### config.mk
export PLATFORM = sky130hd
export DESIGN_NAME = universal_shift_reg
export DESIGN_NICKNAME = d
export VERILOG_FILES = /design/src/rtl/universal_shift_reg.sv
export SDC_FILE = /design/constraint.sdc
export NUM_CORES = 1
export LEC_CHECK = 0
export CAP_MARGIN = 20
export CORE_MARGIN = 10
export CORE_UTILIZATION = 30
export CTS_CLUSTER_SIZE = 25
export DETAILED_ROUTE_END_ITERATION = 8
export SETUP_SLACK_MARGIN = 0.15
export SKIP_CTS_REPAIR_TIMING = 1
export SLEW_MARGIN = 20
export SYNTH_ARGS = -nofsm -noshare
export SYNTH_HDL_FRONTEND = slang
export SYNTH_SLANG_ARGS = --single-unit
### constraint.sdc
create_clock -name CLK -period 2.4 [get_ports CLK]
set_clock_uncertainty 0.1 [all_clocks]
set_input_delay 0.24 -clock CLK [delete_from_list [all_inputs] [get_ports CLK]]
set_output_delay 0.24 -clock CLK [all_outputs]
set_load 0.01 [all_outputs]
### src/rtl/universal_shift_reg.sv
// Universal shift register: load, shift, rotate and arithmetic shift,
// running multi-step commands from a START strobe. State changes on the falling clock edge.
module universal_shift_reg #(
    parameter int WIDTH = 8,
    parameter int CW    = $clog2(WIDTH) + 1
) (
    input  logic             CLK,
    input  logic             RST,
    input  logic [WIDTH-1:0] D,
    input  logic             SIL,
    input  logic             SIR,
    input  logic [2:0]       MODE,
    input  logic [CW-1:0]    COUNT,
    input  logic             START,
    output logic [WIDTH-1:0] Q,
    output logic             SOUT,
    output logic             BUSY,
    output logic             DONE
);

    typedef enum logic {IDLE = 1'b0, RUN = 1'b1} state_t;

    localparam logic [2:0] M_HOLD = 3'b000;
    localparam logic [2:0] M_LOAD = 3'b001;
    localparam logic [2:0] M_SHL  = 3'b010;
    localparam logic [2:0] M_SHR  = 3'b011;
    localparam logic [2:0] M_ROL  = 3'b100;
    localparam logic [2:0] M_ROR  = 3'b101;
    localparam logic [2:0] M_ASR  = 3'b110;

    state_t             state, state_nxt;
    logic [CW-1:0]      rem, rem_nxt;
    logic [2:0]         mode_r, mode_nxt;
    logic [WIDTH-1:0]   q, q_nxt;
    logic               sout, sout_nxt;
    logic               done, done_nxt;

    logic [2:0]         step_mode;
    logic               left_dir;
    logic               lsb_fill, msb_fill;
    logic [WIDTH-1:0]   q_step;
    logic               sout_step;
    logic               start_shift;

    // The start edge uses the live MODE; later edges use the latched copy.
    assign step_mode = (state == RUN) ? mode_r : MODE;

    always_comb begin
        left_dir = (step_mode == M_SHL) || (step_mode == M_ROL);
        lsb_fill = (step_mode == M_ROL) ? q[WIDTH-1] : SIL;
        case (step_mode)
            M_SHR:   msb_fill = SIR;
            M_ROR:   msb_fill = q[0];
            M_ASR:   msb_fill = q[WIDTH-1];
            default: msb_fill = 1'b0;
        endcase
        if (left_dir) begin
            q_step    = {q[WIDTH-2:0], lsb_fill};
            sout_step = q[WIDTH-1];
        end else begin
            q_step    = {msb_fill, q[WIDTH-1:1]};
            sout_step = q[0];
        end
    end

    assign start_shift = (MODE == M_SHL) || (MODE == M_SHR) || (MODE == M_ROL) ||
                         (MODE == M_ROR) || (MODE == M_ASR);

    // State register
    always_ff @(negedge CLK or posedge RST) begin
        if (RST) begin
            state  <= IDLE;
            rem    <= '0;
            mode_r <= M_HOLD;
            q      <= '0;
            sout   <= 1'b0;
            done   <= 1'b0;
        end else begin
            state  <= state_nxt;
            rem    <= rem_nxt;
            mode_r <= mode_nxt;
            q      <= q_nxt;
            sout   <= sout_nxt;
            done   <= done_nxt;
        end
    end

    // Next-state logic
    always_comb begin
        state_nxt = state;
        rem_nxt   = rem;
        mode_nxt  = mode_r;
        q_nxt     = q;
        sout_nxt  = sout;
        done_nxt  = 1'b0;
        case (state)
            IDLE: begin
                if (START) begin
                    mode_nxt = MODE;
                    done_nxt = 1'b1;
                    if (MODE == M_LOAD) begin
                        q_nxt = D;
                    end else if (start_shift && (COUNT != '0)) begin
                        q_nxt    = q_step;
                        sout_nxt = sout_step;
                        if (COUNT != CW'(1)) begin
                            done_nxt  = 1'b0;
                            state_nxt = RUN;
                            rem_nxt   = COUNT - CW'(1);
                        end
                    end
                end
            end
            RUN: begin
                q_nxt    = q_step;
                sout_nxt = sout_step;
                rem_nxt  = rem - CW'(1);
                if (rem == CW'(1)) begin
                    state_nxt = IDLE;
                    done_nxt  = 1'b1;
                end
            end
            default: state_nxt = IDLE;
        endcase
    end

    // Outputs
    always_comb begin
        Q    = q;
        SOUT = sout;
        DONE = done;
        BUSY = (state == RUN);
    end

endmodule

==> impl_metrics.xml, run 1 <==
<?xml version="1.0" encoding="UTF-8"?>
<metrics>
  <group name="cts">
    <metric name="cts_tree" unit="">done</metric>
    <metric name="root_buffer" unit="">sky130_fd_sc_hd__clkbuf_8</metric>
    <metric name="cts.reportedPaths.clkPinSlew" unit="ns">0.05</metric>
    <metric name="maximum_count_of_clock_buffers_along_a_single_path" unit="">2</metric>
    <metric name="worst_skew_pair.late_latency" unit="ns">0.27</metric>
    <metric name="h_tree_levels" unit="">1</metric>
    <metric name="tritoncts.num_buffers" unit="">3</metric>
    <metric name="numClockSinks" unit="">18</metric>
  </group>
  <group name="run">
    <metric name="maxCapViolations" unit="">0</metric>
  </group>
  <group name="synth">
    <metric name="synth.avg_cell_area" unit="um2">10.1</metric>
    <metric name="yosys.cell_count.top_type" unit="">sky130_fd_sc_hd__dfrtn_1</metric>
    <metric name="synth_edf_count" unit="">0</metric>
    <metric name="yosys.cell_types.count" unit="">46</metric>
    <metric name="async_reset_ff_share" unit="%">100</metric>
    <metric name="syn_nets" unit="">162</metric>
    <metric name="ys_seq_elements" unit="">18</metric>
    <metric name="synth_top_cell_area_share" unit="%">32.2</metric>
    <metric name="total_standard_cell_area_after_synthesis" unit="um2">1400</metric>
    <metric name="synth_instances" unit="">138</metric>
    <metric name="synth_flop_cell" unit="">sky130_fd_sc_hd__dfrtn_1</metric>
    <metric name="synthTopCellsByCount" unit="">sky130_fd_sc_hd__dfrtn_1 (18), sky130_fd_sc_hd__nor2_1 (11), sky130_fd_sc_hd__mux2i_1 (10), sky130_fd_sc_hd__inv_1 (9), sky130_fd_sc_hd__o211ai_1 (7)</metric>
    <metric name="yosys.area.top_type" unit="">sky130_fd_sc_hd__dfrtn_1</metric>
    <metric name="yosysSeqAreaShare" unit="%">32.2</metric>
    <metric name="synth_top_cells_by_area" unit="">sky130_fd_sc_hd__dfrtn_1 (32%), sky130_fd_sc_hd__mux2i_1 (7.2%), sky130_fd_sc_hd__mux2_2 (4.8%), sky130_fd_sc_hd__mux2_4 (4.3%), sky130_fd_sc_hd__o211ai_1 (3.8%)</metric>
    <metric name="synthesis.yosys.warnings" unit="">0</metric>
  </group>
  <group name="outcome">
    <metric name="run_status" unit="">finished, violations left</metric>
    <metric name="failed_checks" unit="">negative setup slack</metric>
  </group>
  <group name="place">
    <metric name="number_of_input_and_output_port_buffers_inserted" unit="">30</metric>
    <metric name="place_congestion" unit="">0.862</metric>
    <metric name="post_dp_cell_area" unit="um2">2040</metric>
    <metric name="dp_hpwl" unit="mm">3.28</metric>
  </group>
  <group name="final_layout">
    <metric name="layout-drive-gt1-share" unit="%">51.7</metric>
    <metric name="finalNetCount" unit="">236</metric>
    <metric name="antennaDiodeCount" unit="">0</metric>
    <metric name="layout.core_utilization" unit="%">51.6</metric>
    <metric name="area_delta_synth_final" unit="%">64.0</metric>
    <metric name="layout.cell_area.non_filler" unit="um2">2290</metric>
  </group>
  <group name="sta">
    <metric name="slew_headroom" unit="%">62.3</metric>
    <metric name="fin_tns_setup" unit="ns">-2.66</metric>
    <metric name="report.final.setup_viol" unit="">13</metric>
    <metric name="worst-slew-pin-transition" unit="ns">0.563</metric>
    <metric name="slew_violations" unit="">0</metric>
    <metric name="fin_worst_hold_slack" unit="ns">0.342</metric>
    <metric name="grt_setup_unrepaired" unit="">yes</metric>
    <metric name="hold_fails_final_rpt" unit="">0</metric>
    <metric name="finalWorstSetupSlack" unit="ns">-0.384</metric>
  </group>
  <group name="setup_path">
    <metric name="worst-path-max-fanout" unit="">3</metric>
    <metric name="worstSetupPathType" unit="">in2reg</metric>
    <metric name="crit-reg2reg-launch" unit="">BUSY$_DFF_NP0_</metric>
    <metric name="critical_path_arrival" unit="ns">1.60</metric>
    <metric name="cp-start-kind" unit="">input port</metric>
    <metric name="crit_path_start" unit="">COUNT[0]</metric>
    <metric name="worst-endpoint-required" unit="ns">1.21</metric>
    <metric name="timing.critical_path.to_type" unit="">flop</metric>
  </group>
  <group name="floorplanning">
    <metric name="core_region_area" unit="um2">4440</metric>
    <metric name="dieHeight" unit="um">88.3</metric>
    <metric name="dieWidth" unit="um">88.3</metric>
    <metric name="placementRows" unit="">24</metric>
    <metric name="io_pins" unit="">31</metric>
    <metric name="effective_utilization_at_floorplan" unit="%">31.4</metric>
    <metric name="dieArea" unit="um2">7790</metric>
  </group>
  <group name="detailed_routing">
    <metric name="iteration_0_drc_count_of_the_detailed_router" unit="">68</metric>
    <metric name="drt_drc_violations_left" unit="">0</metric>
    <metric name="route.antenna.remaining_nets" unit="">0</metric>
    <metric name="route.top_layer_used" unit="">met4</metric>
    <metric name="wire_per_inst" unit="um">16.4</metric>
    <metric name="routed_wirelength" unit="mm">4.30</metric>
    <metric name="drt_pass1_iterations" unit="">4</metric>
    <metric name="detail_route.wirelength.met1" unit="mm">1.83</metric>
    <metric name="met3RoutedLength" unit="um">166</metric>
    <metric name="drt-vias-per-instance" unit="">5.21</metric>
    <metric name="route.met2.wl" unit="mm">2.24</metric>
    <metric name="vias" unit="">1370</metric>
  </group>
  <group name="global_routing">
    <metric name="track_usage" unit="%">10.8</metric>
    <metric name="antenna_found_initial" unit="">0</metric>
    <metric name="first_global_vias" unit="">1515</metric>
    <metric name="first_pass_grt_wire_length" unit="mm">6.85</metric>
    <metric name="grt_max_degree" unit="">19</metric>
    <metric name="grt_remaining_overflow" unit="">0</metric>
  </group>
  <group name="power_and_ir_drop">
    <metric name="p_per_area" unit="nW/um2">1060</metric>
    <metric name="power_leakage" unit="nW">1.06</metric>
    <metric name="post_layout_power" unit="W">0.00243</metric>
    <metric name="ir_worst_vdd" unit="mV">0.535</metric>
  </group>
  <group name="min_path">
    <metric name="hp-class" unit="">reg2reg</metric>
    <metric name="hold_path_startpoint" unit="">rem[0]$_DFFE_NP0P_</metric>
  </group>
</metrics>
==> worst paths after layout <==
| check | slack (ns) | depth (start not counted) | to |
|---|---|---|---|
| worst max-delay path | -0.38 | 7 | Q[7]$_DFFE_NP0P_ |
| min in group asynchronous | 1.28 | 3 | rem[2]$_DFFE_NP0P_ |
| worst min-delay path | 0.34 | 1 | rem[0]$_DFFE_NP0P_ |
| worst min register to register | 0.34 | 1 | rem[0]$_DFFE_NP0P_ |
| worst max register to register | 0.53 | 5 | Q[7]$_DFFE_NP0P_ |
| max in group asynchronous | 0.68 | 3 | Q[1]$_DFFE_NP0P_ |
==> cells in the final DEF (no fill, tap or decap), types with 2 or more instances in the layout <==
cell type                         instances
sky130_fd_sc_hd__a221oi_2                 2
sky130_fd_sc_hd__a32o_1                   2
sky130_fd_sc_hd__buf_12                   2
sky130_fd_sc_hd__buf_2                    6
sky130_fd_sc_hd__buf_4                   35
sky130_fd_sc_hd__buf_6                   14
sky130_fd_sc_hd__clkbuf_2                 5
sky130_fd_sc_hd__clkbuf_8                 4
sky130_fd_sc_hd__clkdlybuf4s50_1         11
sky130_fd_sc_hd__dfrtn_1                 18
sky130_fd_sc_hd__ha_1                     2
sky130_fd_sc_hd__ha_4                     2
sky130_fd_sc_hd__inv_1                    7
sky130_fd_sc_hd__mux2_2                   5
sky130_fd_sc_hd__mux2_4                   6
sky130_fd_sc_hd__mux2i_1                  9
sky130_fd_sc_hd__nand2_1                  4
sky130_fd_sc_hd__nand3_1                  3
sky130_fd_sc_hd__nand3_2                  2
sky130_fd_sc_hd__nand4_1                  2
sky130_fd_sc_hd__nand4b_1                 3
sky130_fd_sc_hd__nor2_1                  10
sky130_fd_sc_hd__nor3_1                   2
sky130_fd_sc_hd__o211ai_1                 7
sky130_fd_sc_hd__o21a_1                   2
sky130_fd_sc_hd__o21ai_1                  3
sky130_fd_sc_hd__o21ai_2                  2
sky130_fd_sc_hd__o2bb2ai_2                4
sky130_fd_sc_hd__or2_4                    2
sky130_fd_sc_hd__xor2_1                   3
==> per-layer routing <==
layer,up-vias,track usage (%)
met2,29,20.2
met5,-,0
li1,664,-
met3,8,3.03
met4,0,3.23
met1,669,11.5
==> kinds of logic after synthesis <==
group	count (synthesis)	share of synthesized area, %
compound gates	34	20.1
xor+xnor	5	3.13
fa+ha+maj	4	3.58
buf+inv	16	6.62
flops	18	32.2
mux	21	17.1
simple gates	40	17.2
==> critical path, stage by stage <==
cell and delay, ns:
sky130_fd_sc_hd__buf_8 0.10, sky130_fd_sc_hd__clkinv_4 0.04, sky130_fd_sc_hd__ha_4 0.14, sky130_fd_sc_hd__or3b_4 0.39, sky130_fd_sc_hd__a41oi_4 0.27, sky130_fd_sc_hd__nand2_1 0.09
sky130_fd_sc_hd__a221o_1 0.32
==> state kept, by name (all words and copies together), names as in the netlist <==
signal and count:
rem 4, Q 8, DONE 1, mode_r 3, BUSY 1, SOUT 1
==> power by group <==
group	leakage [nW]	switching [W]	internal, W
clock network	0.0288	0.000110	0.000146
registers	0.221	0.0000971	0.000459
logic	0.809	0.000731	0.000887
total	1.06	0.000939	0.00149
==> stage by stage <==
step	instances	worst slack [ns]
floorplan	138	-0.420
global placement	248	-1.05
detailed placement	248	-1.13
CTS	252	-0.850
global route	263	-0.423
finish	263	-0.384
==> area by class of cell <==
| type | count | area, um2 |
|---|---|---|
| fill | 408 | 2150 |
| sequential | 18 | 450 |
| inverter | 10 | 55.1 |
| clock buffer | 4 | 55.1 |
| tap | 52 | 65.1 |
| multi-input combinational | 104 | 1010 |
| timing repair buffer | 75 | 653 |
Note: power is estimated with default switching activity, not from simulation.
==> run 2: changes to the inputs <==
--- a/config.mk
+++ b/config.mk
@@ -10,6 +10,7 @@
 export CORE_UTILIZATION = 30
 export CTS_CLUSTER_SIZE = 25
 export DETAILED_ROUTE_END_ITERATION = 8
+export GPL_ROUTABILITY_DRIVEN = 0
 export SETUP_SLACK_MARGIN = 0.15
 export SKIP_CTS_REPAIR_TIMING = 1
 export SLEW_MARGIN = 20
==> run 2 against run 1 <==
Compared with the run above: first-iteration DRC count is 13% lower; routed wire length is 0.14% higher; final cell count grew 0.76%; the run still ends with negative setup slack left; critical endpoint unchanged; critical path type unchanged; utilization grew 1.5 points; via count increased by 1.2%.
==> impl_metrics.xml, run 2 (synthesis gave the netlist of run 1 again) <==
<?xml version="1.0" encoding="UTF-8"?>
<metrics>
  <group name="outcome">
    <metric name="run_status" unit="">finished, violations left</metric>
    <metric name="failed_checks" unit="">negative setup slack</metric>
  </group>
  <group name="place">
    <metric name="place_inst" unit="">250</metric>
    <metric name="number_of_input_and_output_port_buffers_inserted" unit="">30</metric>
    <metric name="dp_hpwl" unit="mm">3.29</metric>
  </group>
  <group name="sta">
    <metric name="report.final.setup_viol" unit="">13</metric>
    <metric name="hold_fails_final_rpt" unit="">0</metric>
    <metric name="worst-slew-pin-transition" unit="ns">0.332</metric>
    <metric name="finalWorstSetupSlack" unit="ns">-0.407</metric>
    <metric name="slew_headroom" unit="%">77.6</metric>
    <metric name="slew_violations" unit="">0</metric>
    <metric name="fin_worst_hold_slack" unit="ns">0.333</metric>
    <metric name="grt_setup_unrepaired" unit="">yes</metric>
  </group>
  <group name="floorplanning">
    <metric name="effective_utilization_at_floorplan" unit="%">31.4</metric>
    <metric name="dieArea" unit="um2">7790</metric>
    <metric name="dieWidth" unit="um">88.3</metric>
    <metric name="dieHeight" unit="um">88.3</metric>
    <metric name="io_pins" unit="">31</metric>
    <metric name="placementRows" unit="">24</metric>
    <metric name="core_region_area" unit="um2">4440</metric>
  </group>
  <group name="min_path">
    <metric name="hold_path_startpoint" unit="">rem[0]$_DFFE_NP0P_</metric>
    <metric name="hp-class" unit="">reg2reg</metric>
    <metric name="hold-path-endpoint" unit="">rem[0]$_DFFE_NP0P_</metric>
    <metric name="whs_path_depth" unit="">1</metric>
  </group>
  <group name="detailed_routing">
    <metric name="routed_wirelength" unit="mm">4.31</metric>
    <metric name="iteration_0_drc_count_of_the_detailed_router" unit="">59</metric>
    <metric name="drt-vias-per-instance" unit="">5.23</metric>
    <metric name="drt_drc_violations_left" unit="">0</metric>
    <metric name="vias" unit="">1386</metric>
    <metric name="wire_per_inst" unit="um">16.3</metric>
    <metric name="drt_pass1_iterations" unit="">6</metric>
    <metric name="route.antenna.remaining_nets" unit="">0</metric>
  </group>
  <group name="global_routing">
    <metric name="grt_max_degree" unit="">19</metric>
    <metric name="first_pass_grt_wire_length" unit="mm">6.67</metric>
    <metric name="antenna_found_initial" unit="">0</metric>
    <metric name="first_global_vias" unit="">1444</metric>
    <metric name="grt_remaining_overflow" unit="">0</metric>
    <metric name="track_usage" unit="%">10.6</metric>
  </group>
  <group name="setup_path">
    <metric name="worst-endpoint-required" unit="ns">1.22</metric>
    <metric name="reg2reg_setup_slack" unit="ns">0.47</metric>
    <metric name="reg2regPathDepth" unit="">7</metric>
    <metric name="crit-reg2reg-launch" unit="">BUSY$_DFF_NP0_</metric>
    <metric name="timing.critical_path.to_type" unit="">flop</metric>
    <metric name="worst-path-max-fanout" unit="">4</metric>
    <metric name="r2r-end" unit="">Q[1]$_DFFE_NP0P_</metric>
    <metric name="cp-start-kind" unit="">input port</metric>
    <metric name="worstSetupPathType" unit="">in2reg</metric>
    <metric name="crit_path_start" unit="">COUNT[1]</metric>
    <metric name="critical_path_arrival" unit="ns">1.62</metric>
  </group>
  <group name="cts">
    <metric name="cts.reportedPaths.clkPinSlew" unit="ns">0.05</metric>
    <metric name="root_buffer" unit="">sky130_fd_sc_hd__clkbuf_8</metric>
    <metric name="numClockSinks" unit="">18</metric>
    <metric name="cts_tree" unit="">done</metric>
    <metric name="tritoncts.num_buffers" unit="">3</metric>
    <metric name="h_tree_levels" unit="">1</metric>
    <metric name="maximum_count_of_clock_buffers_along_a_single_path" unit="">2</metric>
    <metric name="worst_skew_pair.late_latency" unit="ns">0.27</metric>
  </group>
  <group name="final_layout">
    <metric name="layout.cells.most_common" unit="">sky130_fd_sc_hd__buf_4</metric>
    <metric name="antennaDiodeCount" unit="">0</metric>
    <metric name="layout-drive-gt1-share" unit="%">52.6</metric>
    <metric name="area_delta_synth_final" unit="%">68.8</metric>
    <metric name="layout.cells.most_common_list" unit="">sky130_fd_sc_hd__buf_4 (39), sky130_fd_sc_hd__dfrtn_1 (18), sky130_fd_sc_hd__buf_6 (15)</metric>
    <metric name="largest_register_ffs" unit="">8</metric>
    <metric name="layout.cells.non_filler" unit="">265</metric>
    <metric name="finalNetCount" unit="">239</metric>
  </group>
  <group name="run">
    <metric name="maxCapViolations" unit="">0</metric>
  </group>
  <group name="power_and_ir_drop">
    <metric name="p_per_area" unit="nW/um2">1070</metric>
    <metric name="ir_worst_vdd" unit="mV">0.476</metric>
    <metric name="power_leakage" unit="nW">1.06</metric>
  </group>
</metrics>
## run 2: stage by stage
step	TNS, ns	util (%)	setup WS, ns	cell area [um2]	total power (W)
after floorplan	-2.33	-	-0.420	1460	0.00150
after global placement	-15.47	46.1	-1.05	2050	0.00199
after detailed placement	-16.58	46.1	-1.09	2050	0.00206
after CTS	-14.67	47.1	-0.813	2090	0.00228
after global routing	-3.23	53.1	-0.440	2360	0.00272
final	-2.33	53.1	-0.407	2360	0.00253
## run 2: worst max path at each step
stage               depth (start not counted)          endpoint  slack [ns]
floorplan                                   6  Q[7]$_DFFE_NP0P_       -0.42
global placement                            7  Q[7]$_DFFE_NP0P_       -1.05
detailed placement                          7  Q[7]$_DFFE_NP0P_       -1.09
CTS                                         7  Q[7]$_DFFE_NP0P_       -0.81
global route                                7  Q[7]$_DFFE_NP0P_       -0.44
finish                                      7  Q[7]$_DFFE_NP0P_       -0.41
## run 2: power by group
group | switching, W | total (W) | internal, W
clock | 0.000106 | 0.000218 | 0.000112
sequential | 0.0000978 | 0.000556 | 0.000458
combinational | 0.000783 | 0.00175 | 0.000972
total | 0.000987 | 0.00253 | 0.00154
## run 2: layout make-up
| cell class | instances | area (um2) |
|---|---|---|
| Clock buffer | 3 | 41.3 |
| Tap cell | 52 | 65.1 |
| Multi-Input combinational cell | 104 | 1050 |
| Fill cell | 404 | 2090 |
| Sequential cell | 18 | 450 |
| Inverter | 10 | 55.1 |
| Timing Repair Buffer | 78 | 694 |
## run 2: per-layer routing
metal / part of all wire (%) / GRT usage [%] / vias up
met5: 0 / 0 / -
met4: 1.1 / 3.23 / 0
met2: 55 / 19.5 / 34
li1: - / - / 669
met1: 41 / 11.6 / 677
met3: 3.1 / 2.94 / 6
## run 2: worst max-delay path, cell delays in order
cell                      delay, ns
sky130_fd_sc_hd__buf_12        0.11
sky130_fd_sc_hd__inv_12        0.04
sky130_fd_sc_hd__ha_4          0.13
sky130_fd_sc_hd__or3b_4        0.39
sky130_fd_sc_hd__a41oi_4       0.30
sky130_fd_sc_hd__nand2_1       0.09
sky130_fd_sc_hd__a221o_1       0.32
==> run 3: changes to the inputs <==
--- a/config.mk
+++ b/config.mk
@@ -11,6 +11,7 @@
 export CTS_CLUSTER_SIZE = 25
 export DETAILED_ROUTE_END_ITERATION = 8
 export GPL_ROUTABILITY_DRIVEN = 0
+export HOLD_SLACK_MARGIN = 0.03
 export SETUP_SLACK_MARGIN = 0.15
 export SKIP_CTS_REPAIR_TIMING = 1
 export SLEW_MARGIN = 20
==> results of run 3 <==
The final DEF is identical to that of run 2; final timing and power are the same.
